<file path="config.mk">
export PLATFORM = sky130hd
export DESIGN_NAME = fdtd_ez_update_ctrl
export DESIGN_NICKNAME = d
export VERILOG_FILES = /design/src/rtl/fdtd_ez_update_ctrl.sv
export SDC_FILE = /design/constraint.sdc
export NUM_CORES = 1
export LEC_CHECK = 0
export ABC_AREA = 1
export CAP_MARGIN = 20
export CORE_MARGIN = 5
export CORE_UTILIZATION = 30
export CTS_CLUSTER_SIZE = 12
export DETAILED_ROUTE_END_ITERATION = 6
export GPL_TIMING_DRIVEN = 0
export PLACE_DENSITY_LB_ADDON = 0.15
export SYNTH_ARGS = -nofsm -noshare
export SYNTH_HDL_FRONTEND = slang
export SYNTH_SLANG_ARGS = --single-unit
</file>
<file path="constraint.sdc">
create_clock -name CLK -period 1.5 [get_ports CLK]
set_input_delay 0.3 -clock CLK [delete_from_list [all_inputs] [get_ports CLK]]
set_output_delay 0.3 -clock CLK [all_outputs]
set_load 0.005 [all_outputs]
</file>
<file path="src/rtl/fdtd_ez_update_ctrl.sv">
// Ez time-step sequencer for the 1-D FDTD engine: scans interior cells, issues the
// source load last, and aligns write-back strobes with the Ez calc pipeline.
module fdtd_ez_update_ctrl #(
   parameter int CELL_NUM   = 200,
   parameter int ADDR_WIDTH = 8,
   parameter int SRC_POS    = 100,
   parameter int PIPE_LAT   = 3,
   parameter int STEP_WIDTH = 16
) (
   input  logic                  CLK,
   input  logic                  RST,
   input  logic                  start_i,
   input  logic                  ready_i,
   output logic                  calc_Ez_en_o,
   output logic                  calc_src_en_o,
   output logic [ADDR_WIDTH-1:0] rd_addr_o,
   output logic                  wr_en_o,
   output logic [ADDR_WIDTH-1:0] wr_addr_o,
   output logic                  busy_o,
   output logic                  step_done_o,
   output logic [STEP_WIDTH-1:0] n_step_o
);

   typedef enum logic [2:0] {IDLE, SCAN, SRC, DRAIN, DONE} state_t;

   localparam logic [ADDR_WIDTH-1:0] LAST_ADDR  = ADDR_WIDTH'(CELL_NUM - 2);
   localparam logic [ADDR_WIDTH-1:0] SRC_ADDR   = ADDR_WIDTH'(SRC_POS);
   localparam logic [ADDR_WIDTH-1:0] FIRST_ADDR = ADDR_WIDTH'(1);

   state_t                  state_q, state_d;
   logic [ADDR_WIDTH-1:0]   cnt_q, cnt_d;
   logic [ADDR_WIDTH-1:0]   rd_addr_q, rd_addr_d;
   logic                    ez_en_q, ez_en_d;
   logic                    src_en_q, src_en_d;
   logic                    busy_q, busy_d;
   logic [STEP_WIDTH-1:0]   n_step_q, n_step_d;
   logic [PIPE_LAT-1:0]     dl_vld_q, dl_vld_d;
   logic [ADDR_WIDTH-1:0]   dl_addr_q [PIPE_LAT];
   logic [ADDR_WIDTH-1:0]   dl_addr_d [PIPE_LAT];
   logic                    line_empty;

   // Registered enables count as in flight until they have entered the delay line.
   assign line_empty = (dl_vld_q == '0) && !ez_en_q && !src_en_q;

   always_ff @(posedge CLK) begin
      if (RST) begin
         state_q   <= IDLE;
         cnt_q     <= '0;
         rd_addr_q <= '0;
         ez_en_q   <= 1'b0;
         src_en_q  <= 1'b0;
         busy_q    <= 1'b0;
         n_step_q  <= '0;
         dl_vld_q  <= '0;
         for (int i = 0; i < PIPE_LAT; i++) dl_addr_q[i] <= '0;
      end else begin
         state_q   <= state_d;
         cnt_q     <= cnt_d;
         rd_addr_q <= rd_addr_d;
         ez_en_q   <= ez_en_d;
         src_en_q  <= src_en_d;
         busy_q    <= busy_d;
         n_step_q  <= n_step_d;
         dl_vld_q  <= dl_vld_d;
         for (int i = 0; i < PIPE_LAT; i++) dl_addr_q[i] <= dl_addr_d[i];
      end
   end

   always_comb begin
      state_d = state_q;
      case (state_q)
         IDLE:    if (start_i) state_d = SCAN;
         SCAN:    if (ready_i && (cnt_q == LAST_ADDR)) state_d = SRC;
         SRC:     if (ready_i) state_d = DRAIN;
         DRAIN:   if (line_empty) state_d = DONE;
         DONE:    state_d = IDLE;
         default: state_d = IDLE;
      endcase
   end

   always_comb begin
      ez_en_d   = 1'b0;
      src_en_d  = 1'b0;
      rd_addr_d = rd_addr_q;
      cnt_d     = cnt_q;
      busy_d    = busy_q;
      n_step_d  = n_step_q;
      case (state_q)
         IDLE: begin
            if (start_i) begin
               cnt_d  = FIRST_ADDR;
               busy_d = 1'b1;
            end
         end
         SCAN: begin
            if (ready_i) begin
               ez_en_d   = 1'b1;
               rd_addr_d = cnt_q;
               cnt_d     = cnt_q + 1'b1;
            end
         end
         SRC: begin
            if (ready_i) begin
               src_en_d  = 1'b1;
               rd_addr_d = SRC_ADDR;
            end
         end
         DRAIN:   if (line_empty) n_step_d = n_step_q + 1'b1;
         DONE:    busy_d = 1'b0;
         default: ;
      endcase
   end

   // Write-back delay line shifts unconditionally; downstream never stalls.
   always_comb begin
      dl_vld_d[0]  = ez_en_q | src_en_q;
      dl_addr_d[0] = rd_addr_q;
      for (int i = 1; i < PIPE_LAT; i++) begin
         dl_vld_d[i]  = dl_vld_q[i-1];
         dl_addr_d[i] = dl_addr_q[i-1];
      end
   end

   assign calc_Ez_en_o  = ez_en_q;
   assign calc_src_en_o = src_en_q;
   assign rd_addr_o     = rd_addr_q;
   assign wr_en_o       = dl_vld_q[PIPE_LAT-1];
   assign wr_addr_o     = dl_addr_q[PIPE_LAT-1];
   assign busy_o        = busy_q;
   assign step_done_o   = (state_q == DONE);
   assign n_step_o      = n_step_q;

endmodule

</file>
=== Yosys cells after proc, flatten, opt, wreduce, memory -nomap -nowiden ===
Memory sizes are Yosys's and may differ from the RTL's.
Cells that the tools add are included.

* Flip-flop bits (word level): 41
* Bits in writable memories: 24
* Bits of input ports: 4
* Output and inout bits: 37
* Word-level logic and storage cells: 64
* Memories kept: 1

{| class="wikitable"
|+ Memory list
! memory !! depth !! width !! rd ports !! clocked after memory_dff !! write ports !! RTL line !! source
|-
| dl_addr_q || 3 || 8 || 3 || 0 || 3 || 38 || <nowiki>logic [ADDR_WIDTH-1:0] dl_addr_q [PIPE_LAT];</nowiki>
|}

* $add $sub $neg: 2
* Equality and inequality tests: 10
* Muxes and demuxes: 20
* Bitwise logic cells: 6
* Reduce and logical (&&, ||, !) cells: 17

{| class="wikitable"
|+ Operators with widths
! operator !! number
|-
| two-way mux 8 bit || 7
|-
| one-hot mux 8 bit (2 select lines) || 2
|-
| adder 16 x 1 -> 16 bit (second input constant) || 1
|-
| two-way mux 3 bit || 4
|-
| one-hot mux 3 bit (4 select lines) || 1
|-
| inequality test 2 bit (second input constant) || 5
|-
| adder 8 x 1 -> 8 bit (second input constant) || 1
|-
| == test 8 bit (second input constant) || 1
|-
| == test 3 x 2 -> 1 bit (second input constant) || 2
|-
| logical NOT 3 bit || 2
|-
| AND reduction 3 bit || 2
|-
| nonzero test 2 bit || 3
|-
| two-way mux 1 bit || 5
|-
| bitwise OR 1 bit || 4
|-
| AND reduction 2 bit || 2
|-
| AND reduction 4 bit || 1
|-
| OR reduction 2 bit || 2
|-
| == test 3 x 1 -> 1 bit (second input constant) || 1
|-
| == test 3 bit (second input constant) || 1
|-
| logical AND 1 bit || 3
|-
| logical NOT 1 bit || 2
|-
| NOT 1 bit || 2
|-
| one-hot mux 1 bit (2 select lines) || 1
|}

=== Longest topological paths before layout ===
Gate-level depths: netlist of the first run.

* Depth after elaboration: 5
* Gate-level depth with buffers: 9
* Depth with buffers taken out: 9

=== Worst setup path before layout of the first run ===
OpenSTA, ideal clock, no wires.

* Path type: register to register
* Start point: register n_step_q[0] (netlist: n_step_o[0])
* End point: register n_step_q[12] (netlist: n_step_o[12])
* Setup time: 0.115 ns
* Arrival: 1.260 ns
* Required time: 1.385 ns
* Slack: 0.125 ns
* Stages on the path, launching flop included: 7
* Path buffers: 0
* Clock period less this slack: 1.375 ns
* Cell sequence: dfxtp_1 ha_1 nand3_1 nor3_1 nand3_1 o21ai_1 nor2_1

* Word-level cells in the longest chain between the ends: 1

{| class="wikitable"
|+ RTL lines
! what !! RTL line !! source
|-
| start: declaration || 36 || <nowiki>logic [STEP_WIDTH-1:0] n_step_q, n_step_d;</nowiki>
|-
| start signal: assignment || 63 || <nowiki>n_step_q <= n_step_d;</nowiki>
|-
| adder 16 x 1 -> 16 bit || 108 || <nowiki>DRAIN: if (line_empty) n_step_d = n_step_q + 1'b1;</nowiki>
|}

No other way between the ends.
A chain may end at the register's enable or synchronous reset.

=== Final worst setup path of the first run ===
* Start point: register n_step_q[9] (netlist: n_step_o[9])
* End point: output n_step_o[9]

{| class="wikitable"
|+ RTL lines
! what !! RTL line !! source
|-
| end: declaration || 21 || <nowiki>output logic [STEP_WIDTH-1:0] n_step_o</nowiki>
|}

No word-level cell between the ends.

==> impl.org, run 1 <==
** Hold path
- Class of the worst hold path :: in -> reg
- Worst hold stages :: 3

** Critical path
- In this run the number of cells on the critical path is 1.
- R2R Path Start :: state_q[0]$_SDFFE_PP0P_
- Worst EP arrival :: between 1000 and 1500 ps
- Type of origin of the critical path :: register
- The most critical setup path has its startpoint at n_step_o[9]$_SDFFE_PP0P_.
- The setup path with the least slack is of type reg -> out.
- Following the worst setup path forward leads to its endpoint at n_step_o[9].
- For this run, the slowest stage of the critical path takes roughly 490 ps.
- In this design, the largest share of critical-path delay is due to buffers and inverters.
- Counting both buffers and inverters, the worst setup path holds a total of 1.
- Setup slack on the worst reg-to-reg path comes out at 120 ps.
- The worst setup path is captured at a primary output.
- Counting cells, the worst reg-to-reg path comes to 7.
- Critical Path RT :: roughly 1200 ps
- Endpoint of the worst-slack reg-to-reg timing path :: cnt_q[7]$_SDFFE_PP0P_
- Traced cell by cell, the critical path runs through clkdlybuf4s50_1.
- Along the worst path, the maximum fanout reaches 2.
- Critical-path top delay cell :: clkdlybuf4s50_1

** Logic synthesis
- Sorting the synthesized cells by area gives the leading types as dfxtp_1 49%, nand2_1 11%, nor2_1 9.8%.
- Number of nets produced by synthesis :: about 370
- In this run, synthesis produced a sequential element count of between 60 and 70.
- After technology mapping, the gate count stands at between 300 and 400.
- For this run, the number of Yosys warnings is 0.
- After synthesis, the netlist uses 26 different library cells.
- Number of enable flip-flop cells after synthesis :: 0
- The most used flip-flop cell after synthesis is dfxtp_1.
- Of all cell types, the one taking the most synthesized area is dfxtp_1.
- Post-synthesis area per instance :: 7.22 um2
- Of the synthesized area, sequential elements account for 0.491.
- Area share of the leading cell type in the synthesized netlist :: 0.491
- Post-synthesis instance area :: between 2000 and 3000 um2
- In the synthesized netlist the async set-or-reset flop fraction comes to 0.

** Routing
- Average wire per cell in the routed design :: 10.8 um
- For this block, the routed nets add up to between 5000 and 6000 um of wire.
- Initial drt markers :: 54
- DRC violation count after routing :: 0
- Count of TritonRoute iterations in the first routing pass :: 4
- Remaining number of nets flagged by the antenna check after routing :: 0
- Vias :: 2275
- DR vias/cell :: 4.17

** Timing
- Setup repair after global routing left no endpoint under its margin.
- Worst slew pin tran :: approximately 630 ps
- Headroom to the max-slew limit came out at 0.577.
- The routed design could run at a clock period as short as approximately 1500 ps.
- Final critical-path share of the clock period :: 0.973
- For this run, the top clock speed supported by timing is about 680 MHz.
- Clock Skews :: roughly 15 ps
- Max-slew violation total from the final report :: 0
- Setup violations remaining at the end of the flow were counted as 0.
- Hold Fails Final Rpt :: 0

** CTS
- TritonCTS clock tree :: yes
- Clock tree synthesis found a total of 65 sinks.
- Number of buffers created by CTS :: 9
- The H-tree was split into 3 levels.
- The cell sitting at the root of the clock tree is a clkbuf_8.
- Buffers inserted to repair hold after CTS numbered 0.
- CTS max path bufs :: 2
- Insertion delay to the later sink of the worst-skew pair :: around 340 ps
- After clock tree synthesis, the clock-pin slew on the worst setup and hold paths is roughly 90 ps.

** Cells and area
- The number of antenna diodes in the final layout is 0.
- The filler cells instantiated in the layout total around 940.
- From synthesis to final layout, the design area changed by 35.9%.
- At the end of the flow the core is filled with cells to 0.415.
- Share of post-route cells with drive strength above 1 :: 0.201
- The library cell used most frequently in the layout, excluding fill and tap cells, is nand2_1.
- In the final design database the tool counted 439 nets.
- Non-filler cells in the finished layout :: 545
- Highest-count cells in the layout ignoring fill and taps :: 78 x nand2_1, 68 x nor2_1, 63 x inv_1, 36 x dfxtp_1, 26 x dfxtp_2

** Floorplanning
- Starting utilization of the core area :: 0.305
- Measured along the x axis, the die boundary spans slightly above 100 um.
- In this run the core area contains 34 standard-cell rows.
- # IOs :: roughly 40
- The floorplan step set the die height to 104 um.
- The die covers 10800 um2.
- The region available for standard cell placement spans between 8000 and 9000 um2.

** Flow run
- Count of maximum capacitance violations :: 0

** Status
- The run finished with clean final reports.

** Global routing
- First-pass GRT wire length :: between 9000 and 10000 um
- Initial antenna violation count :: 0
- The number of global-route vias before repair is 2004.
- For this run, the total global-route usage over all layers was measured as 0.108.
- Overflow after GRT :: 0
- Maximum number of pins on one net before global-route repair :: 14

** Power
- Design Power :: between 4000 and 5000 uW
- Areal power density over the cells :: about 1300 nW/um2
- Peak supply drop :: 0.456 mV
- For this design the static power due to leakage is around 0.0018 uW.

** Placement
- Routability-driven placement finished with a final weighted congestion of between 0.8 and 0.9.
- Detailed placer's ending HPWL :: 4290 um
- Counting tap cells, the placed design contains a total of 515 instances.
- Buffers placed on the I/O ports in this run total 40.
[worst min-delay path by stage]
stage | from | endpoint | slack, ps
6_report | ready_i | calc_src_en_o$_SDFF_PP0_ | 370
2_1_floorplan | RST | dl_addr_q[0][2]$_SDFF_PP0_ | 380
4_1_cts | dl_addr_q[0][2]$_SDFF_PP0_ | dl_addr_q[0][10]$_SDFF_PP0_ | 400
3_5_place_dp | dl_addr_q[0][2]$_SDFF_PP0_ | dl_addr_q[0][10]$_SDFF_PP0_ | 390
3_3_place_gp | dl_addr_q[0][11]$_SDFF_PP0_ | dl_addr_q[0][19]$_SDFF_PP0_ | 390
5_1_grt | ready_i | calc_src_en_o$_SDFF_PP0_ | 360
[cells in the mapped netlist (3+ instances only)]
| cell type | instances |
|---|---|
| inv_1 | 63 |
| inv_2 | 4 |
| o22ai_1 | 3 |
| nand4_1 | 6 |
| buf_4 | 8 |
| a21oi_1 | 10 |
| nand3_1 | 18 |
| nand2_1 | 78 |
| dfxtp_1 | 65 |
| clkbuf_1 | 4 |
| nor3_1 | 7 |
| o21ai_1 | 12 |
| xor2_1 | 4 |
| nor2_1 | 69 |
| ha_1 | 3 |
[logic make-up after synthesis]
| logic type | share of synthesized area |
|---|---|
| AND/OR/NAND/NOR | 0.290 |
| AO/OA/AOI/OAI | 0.0595 |
| adder cells (fa/ha/maj) | 0.0142 |
| flip-flops | 0.491 |
| buffers and inverters | 0.129 |
| XOR/XNOR | 0.0165 |
[report_power, final]
part / total, uW / internal [uW] / switching (uW) / leakage, uW
sequential: 2060 / 1900 / 159 / 0.000541
combinational: 1020 / 392 / 624 / 0.00115
clock: 1500 / 781 / 724 / 0.000104
total: 4580 / 3070 / 1510 / 0.00179
[routing by layer]
metal	GRT usage	share of wire
met3	0.0397	0.046
met5	0	0
met1	0.139	0.50
met4	0.0333	0.011
met2	0.170	0.45
[flip-flops by register name (all words and copies together) (netlist names)]
signal         count
busy_o             1
calc_Ez_en_o       1
calc_src_en_o      1
cnt_q              8
dl_addr_q         24
dl_vld_q           3
n_step_o          16
rd_addr_o          8
state_q            3
[metrics by stage]
| step | setup WS, ps | area (um2) | setup TNS (ps) | hold slack, ps |
|---|---|---|---|---|
| 6_report | 40.1 | 3600 | 0 | 370 |
| 5_1_grt | 0.0911 | 3600 | 0 | 355 |
| 3_5_place_dp | -527 | 3180 | -18260 | 393 |
| 2_1_floorplan | 125 | 2650 | 0 | 383 |
| 3_3_place_gp | -536 | 3180 | -18700 | 390 |
| 4_1_cts | -69.2 | 3490 | -87.4 | 396 |
[layout make-up]
type	instances	area, um2	area share
Timing Repair Buffer	54	512	0.142
Clock buffer	9	124	0.0344
Tap cell	108	135	0.0376
Multi-Input combinational cell	221	1050	0.293
Sequential cell	65	1350	0.374
Buffer	14	95.1	0.0264
Inverter	67	254	0.0706
Clock inverter	7	78.8	0.0219
[timing repair]
item / CTS / global route
endpoints found under the setup margin: 51 / 35
resized for setup: 49 / 28
pin swaps: 1 / 2
gates cloned: 0 / 0
setup buffers: 10 / 4
(Power assumes the default switching activity.)
==> inputs of run 2 (changes only) <==
--- a/config.mk
+++ b/config.mk
@@ -12,7 +12,9 @@
 export CTS_CLUSTER_SIZE = 12
 export DETAILED_ROUTE_END_ITERATION = 6
 export GPL_TIMING_DRIVEN = 0
+export HOLD_SLACK_MARGIN = 0.08
 export PLACE_DENSITY_LB_ADDON = 0.15
+export SETUP_SLACK_MARGIN = 0.5
 export SYNTH_ARGS = -nofsm -noshare
 export SYNTH_HDL_FRONTEND = slang
 export SYNTH_SLANG_ARGS = --single-unit
==> run 2 against run 1 <==
Against the previous run: worst hold slack worse by 120 ps; non-clock buffer count up 24; register-to-register slack better by 20 ps; routed wire length up 11%; first-iteration DRC count up 91%; fmax up 7.1%; clock-buffer cell count unchanged; final cell count up 4.6%; worst setup slack better by 96 ps; critical endpoint is now cnt_q[5]$_SDFFE_PP0P_; highest routed layer unchanged.
==> impl.org, run 2 (synthesized netlist as in run 1, its figures left out) <==
** Cells and area
- The area overhead of the layout relative to synthesis is 54.8% (was 35.9%).
- The number of nets in the layout came to 464 (was 439).
- Highest-count cells in the layout ignoring fill and taps :: 62 x inv_1, 62 x nor2_1, 59 x nand2_1, 41 x buf_6, 32 x dfxtp_1 (was 78 x nand2_1, 68 x nor2_1, 63 x inv_1, 36 x dfxtp_1, 26 x dfxtp_2)
- The register with the highest flop count is dl_addr_q (unchanged).
- The post-layout instance area is 4100 um2 (was 3600 um2).
- The share of the core filled with cells was 0.472 (was 0.415).
- Max FFs per register :: 24 (unchanged)
- Fill cells :: 848 (was 942)
- The number of diodes is 0 (unchanged).
- Share of post-route cells with drive strength above 1 :: 0.420 (was 0.201)

** Timing
- Clock Skews :: 11.0 ps (was 14.7 ps)
- Worst slew pin tran :: 335 ps (was 635 ps)
- Hold Fails Final Rpt :: 0 (unchanged)
- Number of failing setup endpoints in the final timing report :: 0 (unchanged)
- Worst rel slew slack :: 0.777 (was 0.577)
- Unrepaired setup endpoints after global routing: true (was false).
- Highest Clock Rate :: 733 MHz (was 685 MHz)
- Max-slew violation total from the final report :: 0 (unchanged)
- Final critical-path share of the clock period :: 0.909 (was 0.973)
- The clock period minus final worst setup slack came to 1360 ps (was 1460 ps).

** CTS
- Depth of the CTS H-tree :: 3 (unchanged)
- Number of buffers inserted for hold repair after clock tree synthesis :: 0 (unchanged)
- Number of buffers created by CTS :: 9 (unchanged)
- The library cell used as clock root buffer was clkbuf_8 (unchanged).
- Insertion delay to the later sink of the worst-skew pair :: 350 ps (was 340 ps)
- Clock Sink Count :: 65 (unchanged)
- The CTS tree is yes (unchanged).
- The number of buffers on the longest clock path was 2 (unchanged).
- Clock input transition at the sequential cells of the worst setup and hold paths :: 80 ps (was 90 ps)

** Routing
- Initial drt markers :: 103 (was 54)
- Remaining number of nets flagged by the antenna check after routing :: 0 (unchanged)
- The detailed-route wire length per cell was 11.4 um (was 10.8 um).
- The detailed-router iteration count before antenna repair was 4 (unchanged).
- The via total after detailed routing came to 2452 (was 2275).
- The total length of routed wires is 6500 um (was 5870 um).
- DR vias/cell :: 4.30 (was 4.17)
- DRC violation count after routing :: 0 (unchanged)

** Floorplanning
- The total I/O pin count came to 41 (unchanged).
- Starting utilization of the core area :: 0.305 (unchanged)
- The number of rows in the core area was 34 (unchanged).
- Die outline area :: 10800 um2 (unchanged)
- Placeable core region :: 8680 um2 (unchanged)
- Die boundary width :: 104 um (unchanged)
- Vertical die dimension :: 104 um (unchanged)

** Flow run
- Count of maximum capacitance violations :: 0 (unchanged)

** Critical path
- The critical path endpoint category was a register (was primary output).
- The worst-path maximum fanout is 5 (was 2).
- The cell type group with the largest total delay on the critical path was buffers and inverters (unchanged).
- The worst setup slack for register-to-register paths came to 140 ps (was 120 ps).
- The worst endpoint data arrival time was 1610 ps (was 1160 ps).
- Critical-path top delay cell :: dfxtp_4 (was clkdlybuf4s50_1)
- Count of buffer and inverter cells on the critical path :: 4 (was 1)
- Most common cell type on the critical path :: buf_6
- Crit Path Category :: reg -> reg (was reg -> out)
- Cell-by-cell listing of the critical path :: buf_6 -> nor2_4 -> buf_6 -> nand3_4 -> buf_6 -> nand4_1 -> nand2_1 -> inv_1 -> nor2_1 (was clkdlybuf4s50_1)
- Critical Path RT :: 1750 ps (was 1200 ps)
- The worst stage delay on the critical path was 370 ps (was 490 ps).
- Type of origin of the critical path :: register (unchanged)

** Power
- The sequential share of power is 0.359 (was 0.450).
- Areal power density over the cells :: 1420 nW/um2 (was 1270 nW/um2)
- The switching share of total power was 0.324 (was 0.329).
- The power share of the clock group came to 0.321 (was 0.329).
- Power dissipated by switching net loads :: 1880 uW (was 1510 uW)
- The worst IR drop on VDD was 0.613 mV (was 0.456 mV).
- The design internal power came to 3930 uW (was 3070 uW).
- The static leakage is 0.00186 uW (was 0.00179 uW).
- The power share of the combinational group was 0.320 (was 0.222).

** Global routing
- The total global-route track usage was 0.120 (was 0.108).
- The first-pass GRT wire length is 10500 um (was 9630 um).
- Overflow after GRT :: 0 (unchanged)
- Via count of the first global-routing pass :: 2214 (was 2004)
- The number of antenna violations at the first check in global routing was 0 (unchanged).
- The pin count of the biggest net entering global routing came to 14 (unchanged).

** Hold path
- Class of the worst hold path :: in -> reg (unchanged)

** Status
- Result of the run :: finished, final reports clean (unchanged)

** Placement
- # port buffers :: 40 (unchanged)
- Area after detailed placement :: 3280 um2 (was 3180 um2)
- Placer's final routability congestion estimate :: 0.779 (was 0.823)
- The post-detailed-placement half-perimeter wirelength was 4290 um (about the same).
run 2: per-stage QoR:
| step | hold slack (ps) | cells | setup slack (ps) | total power [uW] | TNS (ps) |
|---|---|---|---|---|---|
| after detailed placement | 393 | 515 | -365 | 3180 | -14730 |
| after global routing | 259 | 570 | 31.7 | 6140 | 0 |
| final | 254 | 570 | 136 | 5810 | 0 |
| after CTS | 403 | 559 | 136 | 5440 | 0 |
| after global placement | 390 | 515 | -345 | 3180 | -13890 |
| after floorplan | 383 | 367 | 306 | 2830 | 0 |
run 2: final timing paths:
check                                                start                           to  cells after the start
worst min register to register  dl_addr_q[0][5]$_SDFF_PP0_  dl_addr_q[0][13]$_SDFF_PP0_                      2
worst min-delay path                                   RST      calc_Ez_en_o$_SDFF_PP0_                      2
worst max register to register     state_q[0]$_SDFFE_PP0P_        cnt_q[5]$_SDFFE_PP0P_                      9
worst max-delay path               state_q[0]$_SDFFE_PP0P_        cnt_q[5]$_SDFFE_PP0P_                      9
run 2: what timing repair did:
| item | 4_1_cts | 5_1_grt |
|---|---|---|
| gates cloned | 1 | 1 |
| gates resized for setup | 234 | 48 |
| endpoints found under the setup margin | 100 | 90 |
| pin swaps | 15 | 17 |
| setup buffers | 27 | 10 |
run 2: cell type report:
class	instances	area (um2)	area share
inverter	67	267	0.0650
clock inverter	7	125	0.0305
timing repair buffer	78	669	0.163
clock buffer	9	124	0.0302
buffer	14	131	0.0320
multi-input combinational	222	1280	0.312
sequential	65	1370	0.334
tap	108	135	0.0330
run 2: worst register-to-register path, stage by stage, from the launching register on:
cell     delay (ps)
dfxtp_4         370
buf_6           130
nor2_4          140
buf_6           130
nand3_4         140
buf_6           160
nand4_1          70
nand2_1          50
inv_1            50
nor2_1           30
run 2: power by group through the flow:
stage | sequential (uW) | combinational, uW | clock, uW
2_1_floorplan | 2070 | 761 | 0
3_3_place_gp | 2100 | 1070 | 0
3_5_place_dp | 2100 | 1080 | 0
4_1_cts | 2060 | 1460 | 1910
5_1_grt | 2110 | 2040 | 1990
6_report | 2090 | 1860 | 1870
run 2: metal layers:
layer  part of all wire  track usage  vias up
met5                  0            0        -
met2               0.46        0.181       41
met1               0.49        0.158     1097
li1                   -            -     1304
met4              0.015       0.0472        0
met3              0.042       0.0385       10
